**config.mk**
```make
export PLATFORM = sky130hd
export DESIGN_NAME = sha256_round_controller
export DESIGN_NICKNAME = d
export VERILOG_FILES = /design/src/rtl/sha256_ctrl_pkg.sv /design/src/rtl/sha256_step_counter.sv /design/src/rtl/sha256_round_controller.sv
export SDC_FILE = /design/constraint.sdc
export NUM_CORES = 1
export LEC_CHECK = 0
export CORE_MARGIN = 2
export CORE_UTILIZATION = 50
export DETAILED_ROUTE_END_ITERATION = 6
export MAX_ROUTING_LAYER = met4
export PLACE_DENSITY = 0.87
export RECOVER_POWER = 50
export SKIP_CTS_REPAIR_TIMING = 1
export SLEW_MARGIN = 20
export SYNTH_ARGS = -nofsm -noshare
export SYNTH_HDL_FRONTEND = slang
export SYNTH_SLANG_ARGS = --single-unit
```
**constraint.sdc**
```tcl
create_clock -name clock -period 7.94 [get_ports clock]
set_input_delay 1.191 -clock clock [delete_from_list [all_inputs] [get_ports clock]]
set_output_delay 1.191 -clock clock [all_outputs]
set_load 0.01 [all_outputs]
```
**src/rtl/sha256_ctrl_pkg.sv**
```systemverilog
// Shared state encoding and block-geometry constants for the SHA-256 round controller.
package sha256_ctrl_pkg;

   localparam int NUM_ROUNDS   = 64;
   localparam int MSG_WORDS    = 16;
   localparam int DIGEST_WORDS = 8;
   localparam int LOAD_CYCLES  = 17;
   localparam int SCHED_SWITCH = 16;

   typedef enum logic [2:0] {
      IDLE,
      LOAD,
      ROUND,
      FINAL,
      WRITE,
      DONE
   } state_t;

endpackage

```
**src/rtl/sha256_step_counter.sv**
```systemverilog
// Phase step counter: cleared while its phase is inactive, counts while enabled, flags the terminal value.
module sha256_step_counter #(
   parameter int WIDTH = 6,
   parameter int TERM  = 63
) (
   input  logic             clock,
   input  logic             reset,
   input  logic             clear,
   input  logic             en,
   output logic [WIDTH-1:0] count_nxt,
   output logic             at_term
);

   logic [WIDTH-1:0] count;

   always_comb begin
      count_nxt = count;
      if (clear) begin
         count_nxt = '0;
      end else if (en) begin
         count_nxt = count + WIDTH'(1);
      end
   end

   always_ff @(posedge clock or negedge reset) begin
      if (!reset) begin
         count <= '0;
      end else begin
         count <= count_nxt;
      end
   end

   assign at_term = (count == WIDTH'(TERM));

endmodule

```
**src/rtl/sha256_round_controller.sv**
```systemverilog
// Sequencer for one SHA-256 block: load 16 words, 64 rounds, hash add, 8 digest writes.
// Optional SHA256_CTRL_PERF_EN adds block-count and last-block-latency outputs.
module sha256_round_controller #(
   parameter int NUM_ROUNDS = 64,
   parameter int MSG_WORDS  = 16,
   parameter int ADDR_W     = 6
) (
   input  logic              clock,
   input  logic              reset,
   input  logic              start,
   input  logic              first_block,
   input  logic              abort,
   input  logic [ADDR_W-1:0] msg_base,
   output logic              mem_rd_en,
   output logic [ADDR_W-1:0] mem_rd_addr,
   output logic              load_word_en,
   output logic [3:0]        word_idx,
   output logic              hash_init,
   output logic              round_en,
   output logic [5:0]        round_idx,
   output logic              sched_sel,
   output logic              hash_add_en,
   output logic              out_wr_en,
   output logic [2:0]        out_addr,
   output logic              busy,
   output logic              done
`ifdef SHA256_CTRL_PERF_EN
   ,
   output logic [15:0]       perf_blocks,
   output logic [7:0]        perf_last_cycles
`endif
);

   import sha256_ctrl_pkg::*;

   state_t            state;
   state_t            state_nxt;
   logic [ADDR_W-1:0] base_q;
   logic [ADDR_W-1:0] base_nxt;
   logic [4:0]        ld_nxt;
   logic              ld_last;
   logic [5:0]        rnd_nxt;
   logic              rnd_last;
   logic [2:0]        wr_nxt;
   logic              wr_last;

   sha256_step_counter #(.WIDTH(5), .TERM(LOAD_CYCLES - 1)) u_load_cnt (
      .clock     (clock),
      .reset     (reset),
      .clear     (state != LOAD),
      .en        (1'b1),
      .count_nxt (ld_nxt),
      .at_term   (ld_last)
   );

   sha256_step_counter #(.WIDTH(6), .TERM(NUM_ROUNDS - 1)) u_round_cnt (
      .clock     (clock),
      .reset     (reset),
      .clear     (state != ROUND),
      .en        (1'b1),
      .count_nxt (rnd_nxt),
      .at_term   (rnd_last)
   );

   sha256_step_counter #(.WIDTH(3), .TERM(DIGEST_WORDS - 1)) u_write_cnt (
      .clock     (clock),
      .reset     (reset),
      .clear     (state != WRITE),
      .en        (1'b1),
      .count_nxt (wr_nxt),
      .at_term   (wr_last)
   );

   // Abort overrides every transition, including a start seen in IDLE.
   always_comb begin
      state_nxt = state;
      case (state)
         IDLE:    if (start)    state_nxt = LOAD;
         LOAD:    if (ld_last)  state_nxt = ROUND;
         ROUND:   if (rnd_last) state_nxt = FINAL;
         FINAL:                 state_nxt = WRITE;
         WRITE:   if (wr_last)  state_nxt = DONE;
         DONE:                  state_nxt = IDLE;
         default:               state_nxt = IDLE;
      endcase
      if (abort) begin
         state_nxt = IDLE;
      end
   end

   assign base_nxt = (state == IDLE) ? msg_base : base_q;

   always_ff @(posedge clock or negedge reset) begin
      if (!reset) begin
         state <= IDLE;
      end else begin
         state <= state_nxt;
      end
   end

   always_ff @(posedge clock) begin
      base_q <= base_nxt;
   end

   // Outputs are decoded from the next state so they line up with the state they describe.
   always_ff @(posedge clock or negedge reset) begin
      if (!reset) begin
         mem_rd_en    <= 1'b0;
         mem_rd_addr  <= '0;
         load_word_en <= 1'b0;
         word_idx     <= '0;
         hash_init    <= 1'b0;
         round_en     <= 1'b0;
         round_idx    <= '0;
         sched_sel    <= 1'b0;
         hash_add_en  <= 1'b0;
         out_wr_en    <= 1'b0;
         out_addr     <= '0;
         busy         <= 1'b0;
         done         <= 1'b0;
      end else begin
         mem_rd_en    <= 1'b0;
         load_word_en <= 1'b0;
         hash_init    <= 1'b0;
         round_en     <= 1'b0;
         hash_add_en  <= 1'b0;
         out_wr_en    <= 1'b0;
         done         <= 1'b0;
         busy         <= (state_nxt != IDLE);
         case (state_nxt)
            LOAD: begin
               hash_init <= (state == IDLE) && first_block;
               if (ld_nxt < 5'(MSG_WORDS)) begin
                  mem_rd_en   <= 1'b1;
                  mem_rd_addr <= base_nxt + ADDR_W'(ld_nxt);
               end
               if (ld_nxt != 5'd0) begin
                  load_word_en <= 1'b1;
                  word_idx     <= 4'(ld_nxt - 5'd1);
               end
            end
            ROUND: begin
               round_en  <= 1'b1;
               round_idx <= rnd_nxt;
               sched_sel <= (rnd_nxt >= 6'(SCHED_SWITCH));
            end
            FINAL: hash_add_en <= 1'b1;
            WRITE: begin
               out_wr_en <= 1'b1;
               out_addr  <= wr_nxt;
            end
            DONE: done <= 1'b1;
            default: ;
         endcase
      end
   end

`ifdef SHA256_CTRL_PERF_EN
   logic [7:0] run_cnt;

   // run_cnt equals the cycle number since the accepting start edge.
   always_ff @(posedge clock or negedge reset) begin
      if (!reset) begin
         run_cnt          <= '0;
         perf_blocks      <= '0;
         perf_last_cycles <= '0;
      end else begin
         if (state == IDLE) begin
            run_cnt <= 8'd1;
         end else begin
            run_cnt <= run_cnt + 8'd1;
         end
         if (state_nxt == DONE) begin
            perf_last_cycles <= run_cnt + 8'd1;
            if (perf_blocks != 16'hFFFF) begin
               perf_blocks <= perf_blocks + 16'd1;
            end
         end
      end
   end
`endif

endmodule
```
# After elaboration in Yosys (flattened, before gate mapping)

Cells that the tools add are included.

Output and inout bits: 28
Bits in registers: 51
Word-level logic and storage cells: 65
Input port bits: 11

Order comparisons: 2
Add/sub/neg operators: 5
Reductions and logical operators: 6
Mux-type cells: 19
Equal/unequal tests: 15

Operator list:

| cell                                                              | number |
|---|---|
| two-way mux 3 bit                                                 | 6 |
| case mux 3 bit (5 select lines)                                   | 1 |
| equality test 3 x 2 -> 1 bit, second input constant               | 4 |
| equality test 3 bit, second input constant                        | 4 |
| two-way mux 6 bit                                                 | 2 |
| two-way mux 1 bit                                                 | 9 |
| adder 6 x 1 -> 6 bit, second input constant                       | 1 |
| adder 6 x 5 -> 6 bit                                              | 1 |
| equality test 3 x 1 -> 1 bit, second input constant               | 2 |
| equality test 6 bit, second input constant                        | 1 |
| greater-or-equal comparator 6 x 5 -> 1 bit, second input constant | 1 |
| adder 5 x 1 -> 5 bit, second input constant                       | 1 |
| equality test 5 bit, second input constant                        | 1 |
| less-than comparator 5 bit, second input constant                 | 1 |
| two-way mux 5 bit                                                 | 1 |
| nonzero test 5 bit                                                | 1 |
| AND reduction 2 bit                                               | 2 |
| subtractor 4 x 1 -> 4 bit, second input constant                  | 1 |
| adder 3 x 1 -> 3 bit, second input constant                       | 1 |
| logical NOT 3 bit                                                 | 1 |
| inequality test 3 x 1 -> 1 bit, second input constant             | 1 |
| inequality test 3 x 2 -> 1 bit, second input constant             | 1 |
| inequality test 3 bit, second input constant                      | 1 |
| nonzero test 3 bit                                                | 1 |
| logical AND 1 bit                                                 | 1 |

# Depth between registers and ports, before layout

Gate-level depths: netlist of run 1.

Depth after elaboration: 6
Depth in mapped cells: 11
Gate-level depth less buffers: 10

# Cells and area by module

From an unflattened synthesis of run 1, not the netlist that was laid out.

Cells, all modules: 196
Area, all modules: 2,401.1 sq um

By module, submodules not included:

| module                            | seq. area each (sq um) | instances | area each (sq um) | cells an instance |
|---|---|---|---|---|
| sha256_round_controller           | 895.9                  | 1         | 1,691.6           | 132 |
| sha256_step_counter (u_load_cnt)  | 125.1                  | 1         | 291.5             | 27 |
| sha256_step_counter (u_round_cnt) | 150.1                  | 1         | 277.8             | 26 |
| sha256_step_counter (u_write_cnt) | 75.1                   | 1         | 140.1             | 11 |

# Worst setup path after synthesis of run 1

OpenSTA, ideal clock, no wires.

Kind: input to register
From: input msg_base[0]
To: register mem_rd_addr[4]
Slack: 5,110 ps
Required time: 7,815 ps
Buffers on the path: 0
Setup time: 125 ps
Stages: 7
Data arrival time: 2,706 ps
Path through: mux2_2 -> ha_1 -> fa_1 -> a21o_1 -> a21oi_1 -> xnor2_1 -> mux2_2

Cells in the longest elaborated chain, start to end: 2

Ends and longest elaborated chain:

| item                 | RTL line                       | text |
|---|---|---|
| from (decl)          | sha256_round_controller.sv:13  | `input logic [ADDR_W-1:0] msg_base,` |
| two-way mux 6 bit    | sha256_round_controller.sv:91  | `assign base_nxt = (state == IDLE) ? msg_base : base_q;` |
| adder 6 x 5 -> 6 bit | sha256_round_controller.sv:135 | `mem_rd_addr <= base_nxt + ADDR_W'(ld_nxt);` |
| to (signal assigned) | sha256_round_controller.sv:135 |  |
| to (decl)            | sha256_round_controller.sv:15  | `output logic [ADDR_W-1:0] mem_rd_addr,` |

Every way passes these cells.
A chain may end at the register's enable or synchronous reset.

# Final worst setup path of run 1

From: register state[0]
To: register mem_rd_addr[4]

Elaborated cells between the ends (all ways): 18
Classes of those cells: add/sub: 1; order compare: 1; eq/ne: 6; mux: 8; reduce/logical: 2

RTL lines:

| item                   | RTL line                       | text |
|---|---|---|
| from (decl)            | sha256_round_controller.sv:36  | `state_t state;` |
| from (signal assigned) | sha256_round_controller.sv:97  | `state <= state_nxt;` |
| logical NOT 3 bit      | sha256_round_controller.sv:91  |  |
| two-way mux 6 bit      | sha256_round_controller.sv:91  |  |
| via base_nxt[0]        | sha256_round_controller.sv:39  | `logic [ADDR_W-1:0] base_nxt;` |
| adder 6 x 5 -> 6 bit   | sha256_round_controller.sv:135 |  |

The timed path passes the listed nets, and every way through them passes these cells.

==> results.txt, run 1 <==
I/O Buffers = 38
LEAKAGE = 0.001320 uW
CP Capture Type = flip-flop
nets@finish = 257
H-tree depth = 2
via/cell ratio = 5.392
RSZ-0062 raised after global routing = no
clk buf depth = 2
Iter 0 DRT Violations = 133
final hold violations = 0
fmax = 0.3248 GHz
Crit. Startpoint = state[0]
TritonCTS clock tree = built
asr flop ratio synth = 88.24%
critical path class = flip-flop to flip-flop
clock root cell = clkbuf_8
drt first pass iters = 4
syn_area_per_cell = 12.26 um^2
RR Startpoint = state[0]
clock slew at reported path FFs = 0.09 ns
Placed Area = 0.002805 mm^2
Ports = 39
WL met2 = 2.054 mm
syn nets = 221
full die area = 0.005404 mm^2
status = finished with violations
logic gate share of total power = 20.9%
Layout Skew = 0.008560 ns
slowest CP cell = dfrtp_1
Most Frequent Cell on Critical Path = mux2_2
reg2reg end = mem_rd_addr[4]
end of the critical path = mem_rd_addr[4]
via count = 1553
critical path, cell by cell = or2_4 -> nor2_1 -> mux2_2 -> ha_1 -> fa_1 -> a21o_1 -> a21oi_1 -> xnor2_1 -> mux2_2
Final Instance Area = 0.002897 mm^2
critical path launch point type = flip-flop
top cell type's share of synthesized area = 46.61%
Die Y = 73.52 um
Reg power frac = 48.8%
Initial Utilization = 51.49%
post-route ant nets = 0
Psw = 151.1 uW
Post-DP HPWL = 2.973 mm
Buf/Inv on CP = 0
hold slack = 0.4489 ns
final worst path period need = 3.079 ns
met3 routed WL = 137 um
number of distinct library cells after synthesis = 44
FF-to-FF path depth = 9
Top FF cell, synth = dfrtp_1
Slew @ Worst Pin = 2.348 ns
pin count of the biggest net entering global routing = 46
# diodes = 0
Final setup violation count = 0
YS warnings = 0
maxcap violations = 1
Mapped Cells = 197
clock network fraction of total power = 30.2%
Internal = 463.3 uW
num rows = 25
gp weighted congestion = 0.8457
cts bufs inserted = 5
antenna violations before repair = 0
power per cell area = 212.1 mW/mm^2
WP depth = 9
DRC = 0
top post-synthesis cells by area = dfrtp_1, mux2_2, ha_1
first-pass GRT wire length = 7.203 mm
required time worst endpoint = 8.13 ns
proportion of layout cells with a drive suffix above 1 = 16.24%
width of the die = 73.52 um
routed len/inst = 14.45 um
Yosys top cell by area = dfrtp_1
Crit path max-delay family = simple AND/OR/NAND/NOR gates
clock sink count = 51
Routed WL = 4.163 mm
switching part of the total = 24.59%
Peak VDD IR = 0.0001502 V
area grow syn2layout = 19.89%
number of enable flip-flop cells after synthesis = 0
grt ovf = 0
Clk Latency, worst-skew pair = 0.30 ns
Tightest Hold Check Type = flip-flop to flip-flop
reg2reg setup slack = 4.86 ns
#FFs+latches synth = 51
Final Util = 61.73%
setup_tns = 0 ns
Max Used Layer = met4
Seq/Total Area, Yosys = 51.58%
Core Region = 0.004692 mm^2
total power = 614.4 uW
Crit path largest cell delay = 0.46 ns
failing checks = max-capacitance violations, max-slew violations
fin. max-slew vios = 46
met1 WL = 1.912 mm
GRT Util Overall = 18.01%
Worst EP arrival = 3.27 ns
CP max FO = 8
mapped cell area = 0.002416 mm^2
number of global-route vias before repair = 1563
Max-Slew Margin vs Limit = -56.55%
period utilization = 38.78%
==> area by class of cell <==
cell class	instances	area, um^2
fillers	372	1795
multi-input cells	131	1069
inverters	6	22.52
clock inverters	2	35.03
well taps	54	67.56
clock buffers	6	82.58
repair buffers	38	374.1
flip-flops and latches	51	1246
==> worst min path at each step <==
stage,start,to,slack [ns],depth (start not counted)
after floorplan,u_write_cnt.count[0],u_write_cnt.count[0],0.42,1
after global placement,u_write_cnt.count[0],u_write_cnt.count[0],0.44,1
after detailed placement,u_write_cnt.count[0],u_write_cnt.count[0],0.44,1
after CTS,u_write_cnt.count[0],u_write_cnt.count[0],0.45,1
after global routing,u_write_cnt.count[0],u_write_cnt.count[0],0.49,1
final,u_write_cnt.count[0],u_write_cnt.count[0],0.45,1
==> cells in the mapped netlist, drive strengths merged, types with 3 or more instances <==
cell	count
nor3b	3
nand3	7
nor2	19
dfxtp	6
clkbuf	5
a21oi	11
xnor2	6
buf	4
nand2	5
a21o	3
ha	12
and3	4
xor2	6
nor3	4
inv	6
dfrtp	45
mux2	24
==> power groups by stage <==
| stage | registers (uW) | clock network [uW] | logic (uW) |
|---|---|---|---|
| detailed placement | 305 | 0 | 131 |
| CTS | 301 | 191 | 132 |
| finish | 300 | 186 | 129 |
| global placement | 305 | 0 | 128 |
| global route | 304 | 201 | 141 |
| floorplan | 316 | 0 | 54.9 |
==> layout by cell type (no fill, tap or decap), drive strengths merged, types with 3 or more instances in the layout <==
| cell type | n |
|---|---|
| dfrtp | 45 |
| clkdlybuf4s50 | 36 |
| mux2 | 24 |
| nor2 | 19 |
| ha | 12 |
| a21oi | 11 |
| nand3 | 7 |
| clkbuf | 7 |
| xor2 | 6 |
| xnor2 | 6 |
| inv | 6 |
| dfxtp | 6 |
| nand2 | 5 |
| nor3 | 4 |
| and3 | 4 |
| nor3b | 3 |
| a21o | 3 |
==> stage by stage <==
step | std cells | setup slack (ns)
global route | 288 | 4.398
detailed placement | 280 | 4.609
finish | 288 | 4.861
CTS | 288 | 4.936
floorplan | 197 | 5.110
global placement | 280 | 4.665
==> metal layers <==
layer	global-route usage, %	vias to the layer above
met5	-	-
met4	7.273	0
met3	4.115	7
met2	27.38	29
met1	23.37	757
li1	-	760
==> sequential cells by signal, indices dropped and copies added, names as in the netlist <==
signal,count
word_idx,4
hash_init,1
load_word_en,1
u_round_cnt.count,6
round_en,1
base_q,6
u_write_cnt.count,3
state,3
busy,1
mem_rd_en,1
u_load_cnt.count,5
out_addr,3
sched_sel,1
round_idx,6
out_wr_en,1
done,1
hash_add_en,1
mem_rd_addr,6
==> cell families after synthesis <==
group / share of synthesized area, %
AND/OR/NAND/NOR: 13.46
adder cells (fa/ha/maj): 7.043
XOR/XNOR: 4.350
multiplexers: 12.48
flip-flops: 51.58
AO/OA/AOI/OAI: 7.924
buffers and inverters: 3.159
==> worst register-to-register path, cell delays in order, from the launching register on <==
cell and delay, ns:
dfrtp_1 0.46, or2_4 0.31, nor2_1 0.44, mux2_2 0.41, ha_1 0.25, fa_1 0.41, a21o_1 0.18, a21oi_1 0.17
xnor2_1 0.08, mux2_2 0.26
Power figures use the tool's default switching activity.
==> inputs of run 2 (changes only) <==
- clock period: 7.94 -> 3 ns (I/O delays scaled with it)
==> run 2 against run 1 <==
Net effect: the run still ends with max-capacitance violations, max-slew violations left; sequential share of layout area decreased by 0.48 points; worst setup slack got worse by 4.7 ns; global-route usage decreased by 0.46 points; final area increased by 1.1%; final cell count increased by 1.0%; critical path depth unchanged; total power increased to 2.6 times the previous value; die area unchanged.
==> results.txt, run 2 (synthesized netlist as in run 1, its figures left out) <==
via count = 1553
full die area = 0.005404 mm^2
Slew @ Worst Pin = 2.364 ns
cts bufs inserted = 5
critical path, cell by cell = or2_4 -> nor2_2 -> mux2_1 -> ha_1 -> fa_1 -> a21o_1 -> a21oi_1 -> xnor2_1 -> mux2_2
clk buf depth = 2
status = finished with violations
setup_tns = 0 ns
CP max FO = 8
fin. max-slew vios = 46
area grow syn2layout = 21.23%
number of global-route vias before repair = 1573
Tightest Hold Check Type = flip-flop to flip-flop
pin count of the biggest net entering global routing = 46
grt ovf = 0
Ports = 39
routed len/inst = 14.10 um
antenna violations before repair = 0
required time worst endpoint = 3.20 ns
Layout Skew = 0.008660 ns
slowest CP cell = dfrtp_1
Final Util = 62.43%
reg2reg setup slack = 0.21 ns
dpl cells = 283
I/O Buffers = 38
Iter 0 DRT Violations = 96
post-route ant nets = 0
width of the die = 73.52 um
final worst path period need = 2.793 ns
CP Capture Type = flip-flop
Fillers = 393
power per cell area = 554.5 mW/mm^2
GRT Util Overall = 17.56%
H-tree depth = 2
Peak VDD IR = 0.0003649 V
drt first pass iters = 4
DRC = 0
clock root cell = clkbuf_8
Initial Utilization = 51.49%
Crit path largest cell delay = 0.45 ns
Post-DP HPWL = 3.034 mm
critical path launch point type = flip-flop
RSZ-0062 raised after global routing = no
num rows = 25
critical path class = flip-flop to flip-flop
first-pass GRT wire length = 6.996 mm
maxcap violations = 1
fmax = 0.3580 GHz
gp weighted congestion = 0.8779
Max-Slew Margin vs Limit = -57.59%
Core Region = 0.004692 mm^2
Die Y = 73.52 um
# diodes = 0
proportion of layout cells with a drive suffix above 1 = 17.30%
final hold violations = 0
commonest non-fill, non-tap cell in the layout = dfrtp_1
Routed WL = 4.104 mm
TritonCTS clock tree = built
most frequent cells in the layout = dfrtp_1, clkdlybuf4s50_1, mux2_2
Worst EP arrival = 2.99 ns
via/cell ratio = 5.337
Non-Filler Instances = 291
Clk Latency, worst-skew pair = 0.31 ns
nets@finish = 260
Crit path max-delay family = adder cells
LEAKAGE = 0.001335 uW
failing checks = max-capacitance violations, max-slew violations
Final setup violation count = 0
period utilization = 93.11%
clock slew at reported path FFs = 0.09 ns
clock sink count = 51
Buf/Inv on CP = 0
==> run 2: cell types whose count changed in the layout (fill, tap and decap cells not counted) <==
cell / previous run / this run
clkbuf_1: 1 / 2
mux2_1: 1 / 2
buf_4: 0 / 2
clkdlybuf4s50_1: 36 / 37
nor2_1: 19 / 18
nor2_2: 0 / 1
mux2_2: 20 / 19
dlygate4sd3_1: 1 / 0
nor3b_4: 0 / 1
nor3b_1: 3 / 2
==> run 2: power by group <==
| part | switching [uW] | leakage, uW | total [uW] | internal (uW) |
|---|---|---|---|---|
| combinational | 144 | 0.000629 | 344 | 200 |
| sequential | 35.9 | 0.000645 | 794 | 758 |
| clock | 216 | 0.0000612 | 486 | 270 |
==> run 2: layout make-up <==
| cell class | count | area, um^2 | share of cell area (%) |
|---|---|---|---|
| clock inverter | 2 | 35.03 | 1.196 |
| inverter | 6 | 22.52 | 0.7689 |
| timing repair buffer | 41 | 392.9 | 13.41 |
| sequential | 51 | 1246 | 42.55 |
| clock buffer | 6 | 82.58 | 2.819 |
| multi-input combinational | 131 | 1082 | 36.95 |
| tap | 54 | 67.56 | 2.307 |
==> run 2: worst paths after layout <==
check                      cells past startpoint              endpoint                 start
max                                            9        mem_rd_addr[4]              state[0]
min                                            1  u_write_cnt.count[0]  u_write_cnt.count[0]
max reg2reg                                    9        mem_rd_addr[4]              state[0]
min reg2reg                                    1  u_write_cnt.count[0]  u_write_cnt.count[0]
max in group asynchronous                      1             sched_sel                 reset
min in group asynchronous                      1        mem_rd_addr[2]                 reset
==> run 2: through the flow <==
| step | power (uW) | worst slack (ns) | cell area [um^2] | hold slack [ns] |
|---|---|---|---|---|
| finish | 1624 | 0.2066 | 2929 | 0.4487 |
| global route | 1700 | 0.03705 | 2929 | 0.4935 |
| CTS | 1643 | 0.1977 | 2945 | 0.3316 |
| detailed placement | 1156 | 0.2086 | 2828 | 0.4404 |
| global placement | 1149 | 0.2930 | 2828 | 0.4374 |
| floorplan | 980.4 | 0.2787 | 2416 | 0.1544 |
==> run 2: routing by layer <==
layer / part of all wire [%] / global-route usage [%] / vias to the layer above
li1: - / - / 768
met1: 45 / 21.40 / 749
met2: 49 / 27.38 / 29
met5: 0 / - / -
met3: 4.0 / 3.704 / 7
met4: 2.2 / 9.293 / 0
